$ cat src/rtl/router_in_arb.sv
// Packet-granular round-robin arbiter sharing the router input port among NSRC sources.
// Holds a grant from header through parity, drains, and flags header-length mismatches.
module router_in_arb #(
  parameter int unsigned NSRC = 4,
  parameter int unsigned DW   = 8
) (
  input  logic               clock,
  input  logic               reset,
  input  logic [NSRC-1:0]    src_pkt_valid,
  input  logic [NSRC*DW-1:0] src_data,
  output logic [NSRC-1:0]    src_busy,
  input  logic               router_busy,
  output logic               pkt_valid,
  output logic [DW-1:0]      data_in,
  output logic [NSRC-1:0]    gnt,
  output logic               len_err
);
  localparam int unsigned PW = $clog2(NSRC);
  localparam int unsigned LW = DW - 2;
  localparam int unsigned CW = 6;

  typedef enum logic [1:0] {IDLE, FWD, DRAIN} state_e;

  state_e          state_q, state_d;
  logic [NSRC-1:0] gnt_q, gnt_d;
  logic [PW-1:0]   rr_ptr_q, rr_ptr_d;
  logic [LW-1:0]   len_q, len_d;
  logic [CW-1:0]   pay_cnt_q, pay_cnt_d;
  logic            hdr_seen_q, hdr_seen_d;
  logic            drain_cnt_q, drain_cnt_d;
  logic            len_err_q, len_err_d;

  logic [PW-1:0]   gidx;
  logic            sel_pv;
  logic [DW-1:0]   sel_data;
  logic [PW-1:0]   win;
  logic [PW-1:0]   cand;
  logic            found;

  always_comb begin
    gidx = '0;
    for (int unsigned i = 0; i < NSRC; i++) begin
      if (gnt_q[i]) gidx = PW'(i);
    end
  end

  assign sel_pv   = src_pkt_valid[gidx];
  assign sel_data = src_data[gidx*DW +: DW];

  // Round-robin search starts just after the last winner
  always_comb begin
    found = 1'b0;
    win   = '0;
    cand  = '0;
    for (int unsigned k = 1; k <= NSRC; k++) begin
      cand = PW'((32'(rr_ptr_q) + k) % NSRC);
      if (!found && src_pkt_valid[cand]) begin
        found = 1'b1;
        win   = cand;
      end
    end
  end

  always_comb begin
    src_busy  = '1;
    pkt_valid = 1'b0;
    data_in   = '0;
    if (gnt_q != '0) begin
      data_in = sel_data;
      if (state_q == FWD) begin
        pkt_valid      = sel_pv;
        src_busy[gidx] = router_busy;
      end
    end
  end

  always_comb begin
    state_d     = state_q;
    gnt_d       = gnt_q;
    rr_ptr_d    = rr_ptr_q;
    len_d       = len_q;
    pay_cnt_d   = pay_cnt_q;
    hdr_seen_d  = hdr_seen_q;
    drain_cnt_d = drain_cnt_q;
    len_err_d   = 1'b0;
    unique case (state_q)
      IDLE: begin
        if (!router_busy && found) begin
          gnt_d       = '0;
          gnt_d[win]  = 1'b1;
          rr_ptr_d    = win;
          hdr_seen_d  = 1'b0;
          pay_cnt_d   = '0;
          state_d     = FWD;
        end
      end
      FWD: begin
        if (!router_busy) begin
          if (sel_pv) begin
            if (!hdr_seen_q) begin
              len_d      = sel_data[DW-1:2];
              pay_cnt_d  = '0;
              hdr_seen_d = 1'b1;
            end else if (pay_cnt_q != '1) begin
              pay_cnt_d = pay_cnt_q + 1'b1;
            end
          end else begin
            // Byte presented with pkt_valid low is the parity byte
            len_err_d   = (32'(pay_cnt_q) != 32'(len_q));
            drain_cnt_d = 1'b0;
            state_d     = DRAIN;
          end
        end
      end
      DRAIN: begin
        if (!drain_cnt_q) begin
          drain_cnt_d = 1'b1;
        end else if (!router_busy) begin
          gnt_d       = '0;
          hdr_seen_d  = 1'b0;
          pay_cnt_d   = '0;
          drain_cnt_d = 1'b0;
          state_d     = IDLE;
        end
      end
      default: state_d = IDLE;
    endcase
  end

  always_ff @(posedge clock) begin
    if (reset) begin
      state_q     <= IDLE;
      gnt_q       <= '0;
      rr_ptr_q    <= PW'(NSRC - 1);
      len_q       <= '0;
      pay_cnt_q   <= '0;
      hdr_seen_q  <= 1'b0;
      drain_cnt_q <= 1'b0;
      len_err_q   <= 1'b0;
    end else begin
      state_q     <= state_d;
      gnt_q       <= gnt_d;
      rr_ptr_q    <= rr_ptr_d;
      len_q       <= len_d;
      pay_cnt_q   <= pay_cnt_d;
      hdr_seen_q  <= hdr_seen_d;
      drain_cnt_q <= drain_cnt_d;
      len_err_q   <= len_err_d;
    end
  end

  assign gnt     = gnt_q;
  assign len_err = len_err_q;

endmodule

$ cat config.mk
export PLATFORM = sky130hd
export DESIGN_NAME = router_in_arb
export DESIGN_NICKNAME = d
export VERILOG_FILES = /design/src/rtl/router_in_arb.sv
export SDC_FILE = /design/constraint.sdc
export NUM_CORES = 1
export LEC_CHECK = 0
export BUFFER_PORTS_ARGS = -buffer_cell sky130_fd_sc_hd__buf_2
export CAP_MARGIN = 25
export CORE_ASPECT_RATIO = 1.2
export CORE_MARGIN = 3
export CORE_UTILIZATION = 44
export DETAILED_ROUTE_END_ITERATION = 12
export HOLD_SLACK_MARGIN = 0.05
export PLACE_DENSITY_LB_ADDON = 0.08
export SETUP_SLACK_MARGIN = 0.5
export SYNTH_ARGS = -nofsm -noshare
export SYNTH_HDL_FRONTEND = slang
export SYNTH_SLANG_ARGS = --single-unit
$ cat constraint.sdc
create_clock -name clock -period 1.4 [get_ports clock]
set_input_delay 0.07 -clock clock [delete_from_list [all_inputs] [get_ports clock]]
set_output_delay 0.07 -clock clock [all_outputs]
set_load 0.02 [all_outputs]
Word level (Yosys, flattened, before mapping)
Index checks and enable logic that the tools add are counted.
{ "op_classes": {"n_addsub": 5, "order_cmp": 8, "eq_ne": 11, "shift": 1, "n_mux": 59, "bitwise": 5, "reduce_logical": 23} }
{ "op_table": {"columns": ["cell", "count"], "rows": [
  ["6-bit 2-to-1 mux", 7],
  ["32-bit by 6-bit variable part select with 8-bit output", 1],
  ["1-bit 2-to-1 mux", 23],
  ["2-bit 2-to-1 mux", 11],
  ["4-bit 2-to-1 mux", 5],
  ["2-bit by 3-bit < comparator with 1-bit output, second input constant", 6],
  ["6-bit case mux with 3 select lines", 1],
  ["2-bit != test, second input constant", 6],
  ["1-bit binary-select mux with 2-bit select", 5],
  ["8-bit 2-to-1 mux", 1],
  ["4-bit case mux with 2 select lines", 1],
  ["4-bit AND reduction", 2],
  ["7-bit AND reduction", 1],
  ["6-bit by 1-bit adder with 6-bit output, second input constant", 1],
  ["1-bit logical AND", 6],
  ["6-bit != test", 1],
  ["6-bit != test, second input constant", 1],
  ["2-bit case mux with 3 select lines", 1],
  ["6-bit AND reduction", 1],
  ["5-bit AND reduction", 1],
  ["2-bit by 1-bit adder with 2-bit output, second input constant", 2],
  ["2-bit adder, second input constant", 2],
  ["1-bit demux with 2-bit select", 2],
  ["2-bit by 1-bit greater-or-equal comparator with 1-bit output, second input constant", 2],
  ["other kinds (16)", 22]
]} }
{ "totals": {"reg_bits": 23, "out_inout_bits": 18, "elab_cells": 120} }

Logic depth before layout (Yosys ltp)
{ "depth": {"word_depth": 19, "depth_mapped": 7} }

Least setup slack after synthesis
OpenSTA, ideal clock, no wires.
{ "synth_path": {"path_kind": "register to register", "startpoint": "register gnt_q[2] (netlist: gnt[2])", "endpoint": "register state_q[0]", "setup_ns": 0.136, "t_arrival_ns": 1.649, "setup_slack_ns": -0.386, "stages_incl_launch_ff": 7, "period_less_slack_ns": 1.786, "path_cell_list": "dfxtp_1 -> clkbuf_2 -> and3b_2 -> or2_2 -> a22oi_1 -> a21bo_2 -> a221oi_1"} }
{ "synth_between": {"elab_chain_len": 6} }
{ "synth_lines": {"columns": ["item", "line_no", "text"], "rows": [
  ["start: declaration", "25", "logic [NSRC-1:0] gnt_q, gnt_d;"],
  ["start signal: assignment", "142", "gnt_q <= gnt_d;"],
  ["2-bit 2-to-1 mux (2 in a row)", "43", "if (gnt_q[i]) gidx = PW'(i);"],
  ["1-bit binary-select mux with 2-bit select", "47", "assign sel_pv = src_pkt_valid[gidx];"],
  ["1-bit 2-to-1 mux (implied by the code)", "47", null],
  ["2-bit != test (no line)", null, null],
  ["5-bit AND reduction (no line)", null, null],
  ["end signal: assignment", "141", "state_q <= state_d;"],
  ["end: declaration", "24", "state_e state_q, state_d;"]
]} }
No other way between the ends. The select of a mux whose other input is x is not followed.
A chain may end at the register's enable or synchronous reset.

Worst setup path in the final report
{ "layout_path": {"startpoint": "register gnt_q[1] (netlist: gnt[1])", "endpoint": "output port data_in[5]"} }
{ "layout_between": {"elab_chain_len": 5, "word_cells_on_any_way": 6, "classes_between": "1 x shift; 4 x mux; 1 x reduce/logical"} }
{ "layout_lines": {"columns": ["item", "line_no", "text"], "rows": [
  ["1-bit 2-to-1 mux", "43", null],
  ["2-bit 2-to-1 mux (2 in a row)", "43", null],
  ["32-bit by 6-bit variable part select with 8-bit output", "48", "assign sel_data = src_data[gidx*DW +: DW];"],
  ["8-bit 2-to-1 mux (*)", "68", "if (gnt_q != '0) begin"],
  ["end: declaration", "14", "output logic [DW-1:0] data_in,"]
]} }
Every way passes the cells marked *; elsewhere a longest branch is shown, timed or not.

==> qor.csv <==
metric;value;unit
cts_tree;built;
holdWs;142;ps
final_common_cell;buf_2;
worstSetupPathType;register to output port;
syn_nets;228;
die_h;71.4;µm
muxShareOfSynthArea;2.56;%
drt_pre_antenna_iters;4;
clockBufferDepth;2;
design.core.area;3370;µm²
wl;6.94;mm
timing.fmax;0.534;GHz
fin_crit_sh;134;%
reg2reg_slack;-360;ps
first_iter_violations;136;
slowest_stage;dfxtp_4;
overflow;0;
grt.total_usage;26.2;%
synth_enable_flop_cells;0;
slew_headroom;76.2;%
cts_inserted_buffers;3;
fillers;152;
crit_arrival;1800;ps
routedWlPerCell;20.5;µm
status;finished, violations left;
synth_top_family_by_area;compound AO/OA/AOI/OAI gates;
die_x;60.5;µm
area_delta_synth_final;92.4;%
synthSimpleGateAreaFrac;29.2;%
design.die.area;4320;µm²
yosysWarnings;0;
grt_pass1_vias;1896;
cap_violations;0;
numClockSinks;23;
drc;0;
cp_cell_sequence;buf_4 > mux2i_1 > o21ai_0 > mux2i_1 > nor2_2 > buf_2;
antenna_found_initial;0;
grt_start_max_net_pins;14;
synth_compound_area_share;30.4;%
slew_violations;0;
required;1330;ps
vdd_drop_max;0.000833;V
ios;57;
path_clk_slew;90;ps
yosys.area_share.xor_xnor;3.35;%
syn_area;1570;µm²
p_leak;1.29;nW
grt_pass1_wl;8.77;mm
period_minus_slack;1870;ps
synth-seq-cells;23;
place.gp.congestion;0.826;
dp_hpwl;3.43;mm
synth_top_area_share;29.4;%
setup_ws;-473;ps
fin_nets;342;
path_common_cell;mux2i_1;
clock_insertion_delay_worst_skew;280;ps
ys_seq_area_share;29.4;%
multi_input_area;1430;µm²
synth_fa_ha_area_share;0.799;%
h-tree-depth;1;
stdcell_count;338;
io_buffers;56;
worst_pin_slew;354;ps
fp-row-count;23;
rsz0062_at_grt;true;
hold_viol;0;
setup_viol;28;
ant_nets;0;
netlist_top_cells_area;dfxtp_1, nor2_1, a211oi_1;
dp.cells;306;
netlist_instances;188;
antenna_cells;0;
initial_core_util;46.5;%
clockRootBuffer;clkbuf_8;
synth_flop_cell;dfxtp_1;
mostFrequentLayoutCells;buf_2, buf_4, buf_6;
end_kind;output port;
avgSynthCellArea;8.33;µm²
slowest_delay;400;ps
synth.largest_area_cell;dfxtp_1;
via_per_inst;6.20;
seq_area;482;µm²
powerDensity;777;nW/µm²
min_path_type;input port to register;
async_reset_ff_share;0;%
fin_skew;6.94;ps
synth_cell_types;55;
path_max_fanout;7;
violations;setup timing;
startpoint_type;register;
num_vias;2097;
drive_gt1_share;69.1;%
## timing repair
item | CTS | global route
buffers inserted | 17 | 9
gates cloned | 1 | 1
endpoints found under the setup margin | 40 | 40
hold buffers | 0 | 0
gates resized for setup | 74 | 41
pin swaps | 23 | 18
## worst paths after layout
kind              cells after the start           to         from
setup / recovery                      6   data_in[5]       gnt[1]
hold / removal                        2       gnt[2]        reset
setup reg to reg                      7     len_q[3]       gnt[1]
hold reg to reg                       2  rr_ptr_q[0]  rr_ptr_q[0]
## cell usage after synthesis, types with 3 or more instances
library cell and number:
nor2_1 25, dfxtp_1 23, nand2_1 14, a211oi_1 10, a21oi_1 10, a22oi_1 8, nand2b_1 7, nand3_1 7
inv_1 6, a221oi_1 5, clkbuf_1 4, mux2i_1 4, o21ai_0 4, xor2_1 4, and3_1 3, nor2b_1 3
## layout make-up
| class | instances | area share, % |
|---|---|---|
| Multi-Input combinational cell | 151 | 47.5 |
| Timing Repair Buffer | 117 | 32.7 |
| Sequential cell | 23 | 16.0 |
| Tap cell | 37 | 1.54 |
| Clock buffer | 3 | 1.37 |
| Inverter | 6 | 0.747 |
| Clock inverter | 1 | 0.166 |
## kinds of logic after synthesis
kind of cell	Yosys count
buffers and inverters	14
adders and majority gates	1
AOI/OAI and AO/OA	60
and+or+nand+nor	80
muxes	4
DFF	23
xor gates and xnor gates	6
## per-stage QoR
step | cell area, µm² | setup WS, ps | utilization [%] | power, mW | TNS [ps]
final | 3010 | -473 | 89.5 | 2.34 | -6770
after global placement | 2260 | -84.3 | 67.1 | 1.46 | -789
after detailed placement | 2260 | -119 | 67.1 | 1.47 | -1080
after CTS | 2720 | -275 | 80.9 | 2.13 | -5240
after floorplan | 1720 | -145 | - | 1.19 | -1880
after global routing | 3010 | -555 | 89.5 | 2.44 | -8370
## flip-flops by register name (all words and copies together), names as in the netlist
name and cells:
drain_cnt_q 1, gnt 4, hdr_seen_q 1, len_err 1, len_q 6, pay_cnt_q 6, rr_ptr_q 2, state_q 2
## report_power, final
part           internal [mW]  switching (mW)  leakage, nW
clock network          0.200           0.245       0.0255
logic                  0.603           0.557         1.07
registers              0.688          0.0492        0.191
## worst max-delay path, delay by kind of cell, from the launching register on
kind,cells,cell delay [ps]
muxes,2,540
DFF,1,400
buffers and inverters,2,360
AOI/OAI and AO/OA,1,170
and+or+nand+nor,1,50
## per-layer routing
metal / vias up / GRT usage [%] / routed length (µm) / share of wire (%)
met5: - / 0 / 0 / 0
met4: 0 / 9.88 / 359 / 5.2
met3: 32 / 3.60 / 254 / 3.7
met2: 92 / 45.9 / 3660 / 53
met1: 1037 / 31.6 / 2670 / 38
li1: 936 / - / - / -
Power figures use the tool's default switching activity.
